File: config.mk
export PLATFORM = sky130hd
export DESIGN_NAME = lenet_argmax_reader_flat
export DESIGN_NICKNAME = d
export VERILOG_FILES = /design/src/rtl/lenet_argmax_reader_if.sv /design/src/rtl/lenet_argmax_reader.sv /design/src/flat_wrapper.sv
export SDC_FILE = /design/constraint.sdc
export NUM_CORES = 1
export LEC_CHECK = 0
export CAP_MARGIN = 20
export CORE_ASPECT_RATIO = 0.7
export CORE_MARGIN = 2
export CORE_UTILIZATION = 49
export DETAILED_ROUTE_END_ITERATION = 16
export GPL_TIMING_DRIVEN = 1
export PLACE_DENSITY = 0.85
export SETUP_SLACK_MARGIN = 0.15
export SKIP_CTS_REPAIR_TIMING = 1
export SYNTH_ARGS = -nofsm -noshare
export SYNTH_HDL_FRONTEND = slang
export SYNTH_SLANG_ARGS = --single-unit
File: constraint.sdc
create_clock -name clk -period 2.8 [get_ports clk]
set_clock_uncertainty 0.1 [all_clocks]
set_input_delay 0.56 -clock clk [delete_from_list [all_inputs] [get_ports clk]]
set_output_delay 0.56 -clock clk [all_outputs]
set_load 0.02 [all_outputs]
File: src/rtl/lenet_argmax_reader_if.sv
// Score-bank read bus plus start/result handshake for lenet_argmax_reader.
// Optional: LENET_ARGMAX_CYCCNT_EN adds the cyc_cnt result field.
interface lenet_argmax_reader_if #(
  parameter int unsigned ADDR_W = 4,
  parameter int unsigned DATA_W = 16
);
  logic              start;
  logic              rd_en;
  logic [ADDR_W-1:0] rd_addr;
  logic [DATA_W-1:0] rd_data;
  logic              busy;
  logic              done;
  logic [ADDR_W-1:0] class_id;
  logic [DATA_W-1:0] max_score;
`ifdef LENET_ARGMAX_CYCCNT_EN
  logic [15:0]       cyc_cnt;
`endif

  // Reader side: issues bank reads, reports the classification.
  modport master (
    input  start, rd_data,
    output rd_en, rd_addr, busy, done, class_id, max_score
`ifdef LENET_ARGMAX_CYCCNT_EN
    , output cyc_cnt
`endif
  );

  // Bank / consumer side.
  modport slave (
    output start, rd_data,
    input  rd_en, rd_addr, busy, done, class_id, max_score
`ifdef LENET_ARGMAX_CYCCNT_EN
    , input cyc_cnt
`endif
  );
endinterface

File: src/rtl/lenet_argmax_reader.sv
// Reads NUM_CLASSES signed scores from a 1-cycle-latency bank and reports
// the index/value of the maximum (ties keep the lowest index).
// Optional: LENET_ARGMAX_CYCCNT_EN adds a busy-cycle counter latched at done.
module lenet_argmax_reader #(
  parameter int unsigned NUM_CLASSES = 10,
  parameter int unsigned DATA_W      = 16,
  parameter int unsigned ADDR_W      = 4
) (
  input logic                   clk,
  input logic                   rst_n,
  lenet_argmax_reader_if.master bus
);
  localparam logic [ADDR_W-1:0] LAST_ADDR = ADDR_W'(NUM_CLASSES - 1);

  typedef enum logic [1:0] {S_IDLE, S_READ, S_DRAIN, S_DONE} state_e;

  state_e            state_q, state_d;
  logic              rd_en_q, rd_en_d;
  logic [ADDR_W-1:0] rd_addr_q, rd_addr_d;
  logic              busy_q, busy_d;
  logic              done_q, done_d;
  logic              vld_q;
  logic [ADDR_W-1:0] idx_q;
  logic [ADDR_W-1:0] class_id_q, class_id_d;
  logic [DATA_W-1:0] max_q, max_d;

  // Next-state and read-strobe generation.
  always_comb begin
    state_d   = state_q;
    rd_en_d   = rd_en_q;
    rd_addr_d = rd_addr_q;
    busy_d    = busy_q;
    done_d    = 1'b0;
    case (state_q)
      S_IDLE: begin
        if (bus.start) begin
          state_d   = S_READ;
          rd_en_d   = 1'b1;
          rd_addr_d = '0;
          busy_d    = 1'b1;
        end
      end
      S_READ: begin
        if (rd_addr_q == LAST_ADDR) begin
          state_d = S_DRAIN;
          rd_en_d = 1'b0;
        end else begin
          rd_addr_d = rd_addr_q + ADDR_W'(1);
        end
      end
      S_DRAIN: begin
        state_d = S_DONE;
        busy_d  = 1'b0;
        done_d  = 1'b1;
      end
      S_DONE: begin
        state_d = S_IDLE;
      end
      default: begin
        state_d = S_IDLE;
      end
    endcase
  end

  // Running signed maximum; the first sample of a run always loads.
  always_comb begin
    class_id_d = class_id_q;
    max_d      = max_q;
    if (vld_q) begin
      if ((idx_q == '0) || ($signed(bus.rd_data) > $signed(max_q))) begin
        class_id_d = idx_q;
        max_d      = bus.rd_data;
      end
    end
  end

  // State, strobe, compare-pipeline and result registers.
  always_ff @(posedge clk or negedge rst_n) begin
    if (!rst_n) begin
      state_q    <= S_IDLE;
      rd_en_q    <= 1'b0;
      rd_addr_q  <= '0;
      busy_q     <= 1'b0;
      done_q     <= 1'b0;
      vld_q      <= 1'b0;
      idx_q      <= '0;
      class_id_q <= '0;
      max_q      <= '0;
    end else begin
      state_q    <= state_d;
      rd_en_q    <= rd_en_d;
      rd_addr_q  <= rd_addr_d;
      busy_q     <= busy_d;
      done_q     <= done_d;
      vld_q      <= rd_en_q;
      idx_q      <= rd_addr_q;
      class_id_q <= class_id_d;
      max_q      <= max_d;
    end
  end

  assign bus.rd_en     = rd_en_q;
  assign bus.rd_addr   = rd_addr_q;
  assign bus.busy      = busy_q;
  assign bus.done      = done_q;
  assign bus.class_id  = class_id_q;
  assign bus.max_score = max_q;

`ifdef LENET_ARGMAX_CYCCNT_EN
  logic [15:0] cnt_q, cnt_d;
  logic [15:0] cyc_cnt_q, cyc_cnt_d;

  // Saturating busy-cycle counter, snapshot taken on entry to DONE.
  always_comb begin
    cnt_d     = cnt_q;
    cyc_cnt_d = cyc_cnt_q;
    if ((state_q == S_IDLE) && bus.start) begin
      cnt_d = '0;
    end else if (busy_q && (cnt_q != 16'hFFFF)) begin
      cnt_d = cnt_q + 16'd1;
    end
    if (state_d == S_DONE) begin
      cyc_cnt_d = cnt_d;
    end
  end

  // Counter registers.
  always_ff @(posedge clk or negedge rst_n) begin
    if (!rst_n) begin
      cnt_q     <= '0;
      cyc_cnt_q <= '0;
    end else begin
      cnt_q     <= cnt_d;
      cyc_cnt_q <= cyc_cnt_d;
    end
  end

  assign bus.cyc_cnt = cyc_cnt_q;
`endif
endmodule

File: src/flat_wrapper.sv
// flat-port wrapper written by rule: the top's interface ports become plain ports
module lenet_argmax_reader_flat 
#(
  parameter int unsigned NUM_CLASSES = 10,
  parameter int unsigned DATA_W      = 16,
  parameter int unsigned ADDR_W      = 4
)
  (clk, rst_n, bus_start, bus_rd_data, bus_rd_en, bus_rd_addr, bus_busy, bus_done, bus_class_id, bus_max_score);
  lenet_argmax_reader_if #(.ADDR_W(ADDR_W), .DATA_W(DATA_W)) bus_i ();
  input logic clk;
  input logic rst_n;
  input wire logic [$bits(bus_i.start)-1:0] bus_start;
  input wire logic [$bits(bus_i.rd_data)-1:0] bus_rd_data;
  output wire logic [$bits(bus_i.rd_en)-1:0] bus_rd_en;
  output wire logic [$bits(bus_i.rd_addr)-1:0] bus_rd_addr;
  output wire logic [$bits(bus_i.busy)-1:0] bus_busy;
  output wire logic [$bits(bus_i.done)-1:0] bus_done;
  output wire logic [$bits(bus_i.class_id)-1:0] bus_class_id;
  output wire logic [$bits(bus_i.max_score)-1:0] bus_max_score;
  assign bus_i.start = bus_start;
  assign bus_i.rd_data = bus_rd_data;
  assign bus_rd_en = bus_i.rd_en;
  assign bus_rd_addr = bus_i.rd_addr;
  assign bus_busy = bus_i.busy;
  assign bus_done = bus_i.done;
  assign bus_class_id = bus_i.class_id;
  assign bus_max_score = bus_i.max_score;
  lenet_argmax_reader #(.NUM_CLASSES(NUM_CLASSES), .DATA_W(DATA_W), .ADDR_W(ADDR_W)) u_core (.clk(clk), .rst_n(rst_n), .bus(bus_i));
endmodule
### Word level (Yosys, flattened, before mapping)

Cells that the tools add are included.

* output and inout bits: 27
* logic and storage cells: 39
* flip-flop bits (word level): 34
* bits of input ports: 19

* $add $sub $neg: 1
* equality and inequality tests: 7
* order comparisons: 1
* reduce and logical (&&, ||, !) cells: 10
* multiplexer cells: 11

Operator list (number)
* $gt A16 B16 Y1: 1
* $mux W4: 2
* $pmux W2 S4: 1
* $pmux W4 S2: 1
* $reduce_and A2 Y1: 3
* $reduce_and A3 Y1: 2
* $add A4 B1 Y4 const B: 1
* $eq A2 B2 Y1 const B: 2
* $eq A4 B4 Y1 const B: 1
* $logic_not A4 Y1: 1
* $mux W2: 2
* $ne A2 B2 Y1 const B: 2
* $pmux W1 S2: 2
* $reduce_bool A2 Y1: 2
* $mux W1: 3
* $eq A2 B1 Y1 const B: 1
* $logic_not A2 Y1: 1
* $ne A2 B1 Y1 const B: 1
* $logic_or A1 B1 Y1: 1

### Logic depth before layout (Yosys ltp)

Gate-level depths: netlist of the first run.

* depth in word-level cells: 3
* gate-level depth with buffers: 9
* depth with buffers taken out: 8

### Worst setup path before layout of the first run

Ideal clock, no wire load.

* path kind: input to register
* start: in bus_rd_data[15]
* end: reg u_core.max_q[10] (netlist: u_core.bus.max_score[10])
* slack: 0.056 ns
* required time: 2.575 ns
* buffers on the path: 1
* stages on the path: 8
* library setup time: 0.125 ns
* arrival: 2.519 ns
* cells stage by stage: ha_1 -> nand4_2 -> or4_1 -> o221ai_2 -> a31oi_4 -> a21oi_4 -> buf_12 -> mux2_4

* word-level cells in the longest chain between the ends: 3

RTL lines
* from (decl): line flat_wrapper.sv:13 `input wire logic [$bits(bus_i.rd_data)-1:0] bus_rd_data;`
* $gt A16 B16 Y1: line lenet_argmax_reader.sv:70 `if ((idx_q == '0) || ($signed(bus.rd_data) > $signed(max_q))) begin`
* $logic_or A1 B1 Y1: line lenet_argmax_reader.sv:70
* $reduce_and A2 Y1 (no source line)
* to (signal assigned): line lenet_argmax_reader.sv:98 `max_q <= max_d;`
* to (decl): line lenet_argmax_reader.sv:25 `logic [DATA_W-1:0] max_q, max_d;`

No other way between the ends.
A chain may end at the register's enable or synchronous reset.

### Worst setup path in the final report of the first run

* start: reg u_core.max_q[10] (netlist: u_core.bus.max_score[10])
* end: reg u_core.max_q[10] (netlist: u_core.bus.max_score[10])

* word-level cells in the longest chain between the ends: 3

RTL lines (line)
* $gt A16 B16 Y1: lenet_argmax_reader.sv:70
* $logic_or A1 B1 Y1: lenet_argmax_reader.sv:70
* $reduce_and A2 Y1 (no source line)

No other way between the ends.

==> results of run 1 <==
-- synthesized netlist by cell type, drive strengths merged (2+ instances only) --
master / n / area (sq um)
mux2: 16 / 218
a21oi: 9 / 56.3
o21ai: 13 / 65.1
a211oi: 2 / 15.0
nand2: 17 / 63.8
nor2: 10 / 37.5
nand2b: 2 / 12.5
o221ai: 2 / 23.8
dfrtp: 34 / 851
inv: 22 / 82.6
nor3: 2 / 10.0
nand4: 4 / 31.3
ha: 21 / 263
a31oi: 2 / 27.5
-- metal layers --
metal	part of all wire	global-route usage	wire, um
met4	0.018	0.0612	80
met2	0.48	0.299	2100
met1	0.45	0.257	1940
met3	0.054	0.0735	234
met5	0	0	0
-- power by group through the flow --
| stage | Combinational, mW | Clock [mW] | Sequential [mW] |
|---|---|---|---|
| 2_1_floorplan | 1.05 | 0 | 1.13 |
| 3_3_place_gp | 1.90 | 0 | 0.928 |
| 3_5_place_dp | 1.97 | 0 | 0.938 |
| 4_1_cts | 1.99 | 0.388 | 0.934 |
| 5_1_grt | 2.28 | 0.411 | 0.976 |
| 6_report | 2.11 | 0.383 | 0.941 |
-- worst paths after layout --
kind	depth (start not counted)	slack, ns	from	end
worst max-delay path	9	0.18	u_core.bus.max_score[10]	u_core.bus.max_score[10]
worst min-delay path	0	0.36	u_core.bus.rd_en	u_core.vld_q
worst max register to register	9	0.18	u_core.bus.max_score[10]	u_core.bus.max_score[10]
worst min register to register	0	0.36	u_core.bus.rd_en	u_core.vld_q
max in group asynchronous	2	1.70	rst_n	u_core.bus.max_score[9]
min in group asynchronous	2	0.58	rst_n	u_core.bus.max_score[7]
-- kinds of logic (layout without fill, tap and decap cells) --
family / after synthesis / count (layout) / share of synthesized area
simple gates: 40 / 40 / 0.101
xor+xnor: 1 / 1 / 0.00474
fa+ha+maj: 21 / 21 / 0.142
flops: 34 / 34 / 0.460
compound gates: 32 / 32 / 0.118
buf+inv: 23 / 85 / 0.0555
mux: 16 / 16 / 0.118
-- per-stage QoR --
step	utilization	hold slack, ns	setup TNS, ns	setup slack [ns]	instance area [sq um]
after global routing	0.773	0.394	0	0.0914	2750
final	0.773	0.363	0	0.182	2750
after CTS	0.741	0.361	-1.09	-0.0977	2640
after detailed placement	0.714	0.339	-5.61	-0.380	2540
after global placement	0.714	0.337	-4.87	-0.325	2540
after floorplan	-	0.164	0	0.149	1970
-- area by class of cell --
class,count,share of cell area
Clock inverter,2,0.00455
Inverter,22,0.0300
Tap cell,50,0.0227
Multi-Input combinational cell,110,0.387
Clock buffer,6,0.0300
Sequential cell,34,0.312
Timing Repair Buffer,55,0.215
-- sequential cells by signal (all words and copies together) (netlist names) --
signal and cells:
u_core.bus.busy 1, u_core.bus.class_id 4, u_core.bus.done 1, u_core.bus.max_score 16, u_core.bus.rd_addr 4, u_core.bus.rd_en 1, u_core.idx_q 4, u_core.state_q 2
u_core.vld_q 1
==> impl_metrics.xml, run 1 <==
<?xml version="1.0" encoding="UTF-8"?>
<metrics>
  <group name="clock_tree">
    <metric name="total_cts_buffers" unit="">5</metric>
    <metric name="tritoncts_clock_tree" unit="">done</metric>
    <metric name="clkLatencyLatePin" unit="ns">0.29</metric>
    <metric name="max-clock-path-buffers" unit="">2</metric>
    <metric name="htree_levels" unit="">2</metric>
    <metric name="clock-root-buffer" unit="">sky130_fd_sc_hd__clkbuf_8</metric>
    <metric name="cts.sinks" unit="">34</metric>
    <metric name="cts.clk_slew.worst_paths" unit="ns">0.07</metric>
  </group>
  <group name="drt">
    <metric name="vias_per_cell" unit="">5.23</metric>
    <metric name="post-route-drc-count" unit="">0</metric>
    <metric name="vias" unit="">1459</metric>
    <metric name="drt_pass1_iterations" unit="">4</metric>
    <metric name="drt_iter0_markers" unit="">66</metric>
    <metric name="detail_route.wirelength" unit="mm">4.36</metric>
    <metric name="detail-route-antenna-nets" unit="">0</metric>
    <metric name="wl_per_cell" unit="um">15.6</metric>
  </group>
  <group name="floorplanning">
    <metric name="initial_utilization" unit="">0.520</metric>
    <metric name="fp.coreArea" unit="sq mm">0.00356</metric>
    <metric name="std_cell_rows" unit="">18</metric>
    <metric name="design.die.area" unit="sq mm">0.00429</metric>
    <metric name="die_h" unit="um">55.4</metric>
    <metric name="ios" unit="">46</metric>
    <metric name="fp.dieW" unit="um">77.4</metric>
  </group>
  <group name="finish">
    <metric name="drive_gt1_frac" unit="">0.249</metric>
    <metric name="antenna_cells_inserted" unit="">0</metric>
    <metric name="layout.area.seq" unit="sq um">857</metric>
    <metric name="fillerInstances" unit="">232</metric>
    <metric name="layout.cells.most_common_list" unit="">sky130_fd_sc_hd__clkdlybuf4s50_1, sky130_fd_sc_hd__dfrtp_1, sky130_fd_sc_hd__inv_1</metric>
    <metric name="final_common_cell" unit="">sky130_fd_sc_hd__clkdlybuf4s50_1</metric>
    <metric name="area_delta_synth_final" unit="%">48.8</metric>
    <metric name="nets" unit="">268</metric>
    <metric name="final_cells" unit="">279</metric>
    <metric name="multi_input_comb_area" unit="sq mm">0.00106</metric>
  </group>
  <group name="grt">
    <metric name="gr-total-overflow" unit="">0</metric>
    <metric name="first_global_vias" unit="">1417</metric>
    <metric name="grt_start_max_net_pins" unit="">35</metric>
    <metric name="globalRouteTotalUtil" unit="">0.195</metric>
    <metric name="wire_length_of_the_first_global_routing_pass" unit="mm">6.44</metric>
    <metric name="antenna_found_initial" unit="">0</metric>
  </group>
  <group name="power">
    <metric name="switchingPower" unit="mW">1.39</metric>
    <metric name="power_frac_comb" unit="">0.615</metric>
    <metric name="power_report.internal_total" unit="mW">2.05</metric>
    <metric name="netSwitchingFraction" unit="">0.405</metric>
    <metric name="p_per_area" unit="mW/mm^2">1250</metric>
    <metric name="irDropWorstVdd" unit="mV">0.789</metric>
    <metric name="power.static_leakage" unit="nW">1.32</metric>
    <metric name="power.total" unit="mW">3.44</metric>
    <metric name="power.share.sequential" unit="">0.274</metric>
    <metric name="share_clk_of_total_power" unit="">0.112</metric>
  </group>
  <group name="synth">
    <metric name="synth_cell_type_count" unit="">31</metric>
    <metric name="postSynth.asyncResetShare" unit="">1.00</metric>
    <metric name="syn_avg_cell_area" unit="sq um">11.1</metric>
    <metric name="ys_seq_area_frac" unit="">0.460</metric>
    <metric name="synthesis.area" unit="sq mm">0.00185</metric>
    <metric name="synth-main-ff-cell" unit="">sky130_fd_sc_hd__dfrtp_1</metric>
    <metric name="synth_edf_count" unit="">0</metric>
    <metric name="netlist_instances" unit="">167</metric>
    <metric name="postSynthRegisterBits" unit="">34</metric>
    <metric name="synth_warnings" unit="">0</metric>
    <metric name="synth.net_count" unit="">207</metric>
  </group>
  <group name="sta">
    <metric name="maxClockFrequency" unit="GHz">0.382</metric>
    <metric name="number_of_hold_violations_in_the_final_report" unit="">0</metric>
    <metric name="unrepaired_setup_endpoints_after_global_routing" unit="">no</metric>
    <metric name="min_period_over_period" unit="">0.935</metric>
    <metric name="layout_min_cycle_time" unit="ns">2.62</metric>
    <metric name="report.final.setup_viol" unit="">0</metric>
    <metric name="drv_slew" unit="">0</metric>
    <metric name="worst_tran_pin_value" unit="ns">0.748</metric>
    <metric name="timing.slew.headroom" unit="">0.497</metric>
  </group>
  <group name="setup_path">
    <metric name="crit_family" unit="">simple AND/OR/NAND/NOR gates</metric>
    <metric name="cp-end-kind" unit="">flip-flop</metric>
    <metric name="buf_inv_on_cp" unit="">2</metric>
    <metric name="crit_chain" unit="">inv_1 &gt; ha_4 &gt; nand4_1 &gt; or4_4 &gt; o221ai_4 &gt; a31oi_4 &gt; a21oi_4 &gt; buf_4 &gt; mux2_4</metric>
    <metric name="path_max_fanout" unit="">3</metric>
    <metric name="timing.setup.critical_path_class" unit="">flip-flop to flip-flop</metric>
    <metric name="cp_data_required_time" unit="ns">2.88</metric>
    <metric name="cp-start-kind" unit="">flip-flop</metric>
    <metric name="worst_path_max_delay_cell" unit="">sky130_fd_sc_hd__or4_4</metric>
    <metric name="critPathMaxStageDelay" unit="ns">0.56</metric>
    <metric name="worst-endpoint-arrival" unit="ns">2.69</metric>
  </group>
  <group name="placement">
    <metric name="post-dp-hpwl" unit="mm">3.04</metric>
    <metric name="finalWeightedCongestion" unit="">0.788</metric>
    <metric name="io_buffers" unit="">45</metric>
    <metric name="numPlacedInstances" unit="">270</metric>
  </group>
  <group name="status">
    <metric name="outcome" unit="">finished, final reports clean</metric>
  </group>
  <group name="hold_path">
    <metric name="hp-class" unit="">flip-flop to flip-flop</metric>
  </group>
  <group name="job">
    <metric name="drv_cap" unit="">0</metric>
  </group>
</metrics>
No activity file was read; power rests on OpenSTA's default activity.
==> run 2: changes to the inputs <==
==> constraint.sdc (replaced) <==
create_clock -name clk -period 2.8 [get_ports clk]
set_clock_uncertainty 0.1 [all_clocks]
set_input_delay 0.28 -clock clk [delete_from_list [all_inputs] [get_ports clk]]
set_output_delay 0.28 -clock clk [all_outputs]
set_load 0.02 [all_outputs]
==> run 2 against run 1 <==
Compared with the run above: flip-flop and latch count unchanged; core utilization down 6.4 points; power shrank 9.0%; hold slack got worse by 0.049 ns; critical endpoint is now u_core.bus.max_score[3].
==> impl_metrics.xml, run 2 (synthesis results as in run 1) <==
<?xml version="1.0" encoding="UTF-8"?>
<metrics>
  <group name="setup_path">
    <metric name="worst-endpoint-arrival" unit="ns">2.63</metric>
    <metric name="r2r.worst_path.cells" unit="">9</metric>
    <metric name="timing.reg2reg.setup_slack" unit="ns">0.28</metric>
    <metric name="path_max_fanout" unit="">8</metric>
    <metric name="start_of_the_worst_register_to_register_path" unit="">u_core.bus.max_score[10]</metric>
    <metric name="cp-start-kind" unit="">input pin</metric>
    <metric name="cp_data_required_time" unit="ns">2.86</metric>
    <metric name="cp-end-kind" unit="">flip-flop</metric>
    <metric name="timing.setup.critical_path_class" unit="">input pin to flip-flop</metric>
    <metric name="worst_r2r_endpoint" unit="">u_core.bus.max_score[3]</metric>
  </group>
  <group name="finish">
    <metric name="final_common_cell" unit="">sky130_fd_sc_hd__clkdlybuf4s50_1</metric>
    <metric name="layout.area.seq" unit="sq um">858</metric>
    <metric name="stdcell_area" unit="sq mm">0.00252</metric>
    <metric name="layout.cells.most_common_list" unit="">sky130_fd_sc_hd__clkdlybuf4s50_1, sky130_fd_sc_hd__dfrtp_1, sky130_fd_sc_hd__inv_1</metric>
    <metric name="area_delta_synth_final" unit="%">36.5</metric>
    <metric name="largest_register_ffs" unit="">16</metric>
    <metric name="nets" unit="">266</metric>
    <metric name="multi_input_comb_area" unit="sq um">923</metric>
    <metric name="fillerInstances" unit="">278</metric>
    <metric name="drive_gt1_frac" unit="">0.190</metric>
    <metric name="final_cells" unit="">276</metric>
    <metric name="antenna_cells_inserted" unit="">0</metric>
  </group>
  <group name="floorplanning">
    <metric name="die_h" unit="um">55.4</metric>
    <metric name="fp.coreArea" unit="sq mm">0.00356</metric>
    <metric name="design.die.area" unit="sq mm">0.00429</metric>
    <metric name="fp.dieW" unit="um">77.4</metric>
    <metric name="ios" unit="">46</metric>
    <metric name="std_cell_rows" unit="">18</metric>
    <metric name="initial_utilization" unit="">0.520</metric>
  </group>
  <group name="grt">
    <metric name="grt_start_max_net_pins" unit="">35</metric>
    <metric name="wire_length_of_the_first_global_routing_pass" unit="mm">6.18</metric>
    <metric name="antenna_found_initial" unit="">0</metric>
    <metric name="first_global_vias" unit="">1440</metric>
    <metric name="globalRouteTotalUtil" unit="">0.179</metric>
    <metric name="gr-total-overflow" unit="">0</metric>
  </group>
  <group name="sta">
    <metric name="unrepaired_setup_endpoints_after_global_routing" unit="">no</metric>
    <metric name="number_of_hold_violations_in_the_final_report" unit="">0</metric>
    <metric name="maxClockFrequency" unit="GHz">0.389</metric>
    <metric name="report.final.setup_viol" unit="">0</metric>
    <metric name="min_period_over_period" unit="">0.918</metric>
    <metric name="worst_tran_pin_value" unit="ns">0.689</metric>
    <metric name="layout_min_cycle_time" unit="ns">2.57</metric>
    <metric name="drv_slew" unit="">0</metric>
    <metric name="timing.slew.headroom" unit="">0.536</metric>
  </group>
  <group name="clock_tree">
    <metric name="cts.sinks" unit="">34</metric>
    <metric name="htree_levels" unit="">2</metric>
    <metric name="total_cts_buffers" unit="">5</metric>
    <metric name="cts.clk_slew.worst_paths" unit="ns">0.06</metric>
    <metric name="tritoncts_clock_tree" unit="">done</metric>
    <metric name="clock-root-buffer" unit="">sky130_fd_sc_hd__clkbuf_8</metric>
    <metric name="clkLatencyLatePin" unit="ns">0.28</metric>
    <metric name="max-clock-path-buffers" unit="">2</metric>
  </group>
  <group name="placement">
    <metric name="post-dp-hpwl" unit="mm">2.83</metric>
    <metric name="post_place_cell_area" unit="sq mm">0.00242</metric>
    <metric name="numPlacedInstances" unit="">269</metric>
    <metric name="io_buffers" unit="">45</metric>
    <metric name="finalWeightedCongestion" unit="">0.808</metric>
  </group>
  <group name="power">
    <metric name="irDropWorstVdd" unit="mV">0.709</metric>
    <metric name="power.static_leakage" unit="nW">1.17</metric>
    <metric name="p_per_area" unit="mW/mm^2">1240</metric>
  </group>
  <group name="status">
    <metric name="outcome" unit="">finished, final reports clean</metric>
  </group>
  <group name="drt">
    <metric name="detail_route.wirelength" unit="mm">3.65</metric>
    <metric name="drt_pass1_iterations" unit="">4</metric>
    <metric name="post-route-drc-count" unit="">0</metric>
    <metric name="vias" unit="">1420</metric>
    <metric name="vias_per_cell" unit="">5.14</metric>
    <metric name="wl_per_cell" unit="um">13.2</metric>
    <metric name="drt_iter0_markers" unit="">33</metric>
    <metric name="detail-route-antenna-nets" unit="">0</metric>
  </group>
  <group name="job">
    <metric name="drv_cap" unit="">0</metric>
  </group>
  <group name="hold_path">
    <metric name="hp-class" unit="">input pin to asynchronous set/reset pin</metric>
  </group>
</metrics>
==> run 2: cell types whose count changed in the layout (fill, tap and decap cells not counted), sizes merged <==
cell | before | now
dlymetal6s2s | 14 | 0
clkinvlp | 1 | 0
clkdlybuf4s50 | 31 | 45
clkbuf | 7 | 5
buf | 9 | 8
clkinv | 1 | 2
==> run 2: layout make-up <==
cell class                      count  area share
Clock buffer                        5      0.0273
Tap cell                           50      0.0248
Timing Repair Buffer               53       0.205
Inverter                           22      0.0327
Clock inverter                      2     0.00397
Multi-Input combinational cell    110       0.366
Sequential cell                    34       0.340
==> run 2: worst max-delay path, cell delays in order <==
cell and delay, ns:
sky130_fd_sc_hd__clkdlybuf4s50_1 0.44, sky130_fd_sc_hd__ha_1 0.31, sky130_fd_sc_hd__nand4_1 0.14, sky130_fd_sc_hd__or4_4 0.55, sky130_fd_sc_hd__o221ai_4 0.18, sky130_fd_sc_hd__a31oi_4 0.06
sky130_fd_sc_hd__a21oi_4 0.16, sky130_fd_sc_hd__buf_6 0.16, sky130_fd_sc_hd__mux2_2 0.34
==> run 2: worst max path at each step <==
stage | from | to | cells after the start
5_1_grt | bus_rd_data[7] | u_core.bus.max_score[3] | 9
4_1_cts | bus_rd_data[11] | u_core.bus.max_score[3] | 9
2_1_floorplan | u_core.bus.max_score[9] | u_core.bus.max_score[10] | 9
3_3_place_gp | bus_rd_data[11] | u_core.bus.max_score[2] | 9
6_report | bus_rd_data[11] | u_core.bus.max_score[3] | 9
3_5_place_dp | bus_rd_data[11] | u_core.bus.max_score[3] | 9
==> run 2: per-layer routing <==
metal  wire [um]  global-route usage  part of all wire
met1        1700               0.231              0.47
met2        1690               0.294              0.46
met3         212              0.0539             0.058
met4          39              0.0459             0.011
met5           0                   0                 0
==> run 2: power by group <==
| group | internal [mW] | leakage (nW) | switching, mW |
|---|---|---|---|
| registers | 0.738 | 0.405 | 0.194 |
| clock network | 0.166 | 0.0438 | 0.161 |
| logic | 0.974 | 0.721 | 0.895 |
==> run 2: per-stage QoR <==
step	TNS [ns]	setup WS (ns)	utilization	hold WS (ns)	power [mW]
after floorplan	0	0.152	-	-0.116	2.11
after global placement	-0.273	-0.0214	0.681	0.327	2.69
after detailed placement	-1.43	-0.107	0.681	0.326	2.76
after CTS	0	0.189	0.703	0.321	3.11
after global routing	0	0.163	0.709	0.363	3.36
final	0	0.229	0.709	0.314	3.13
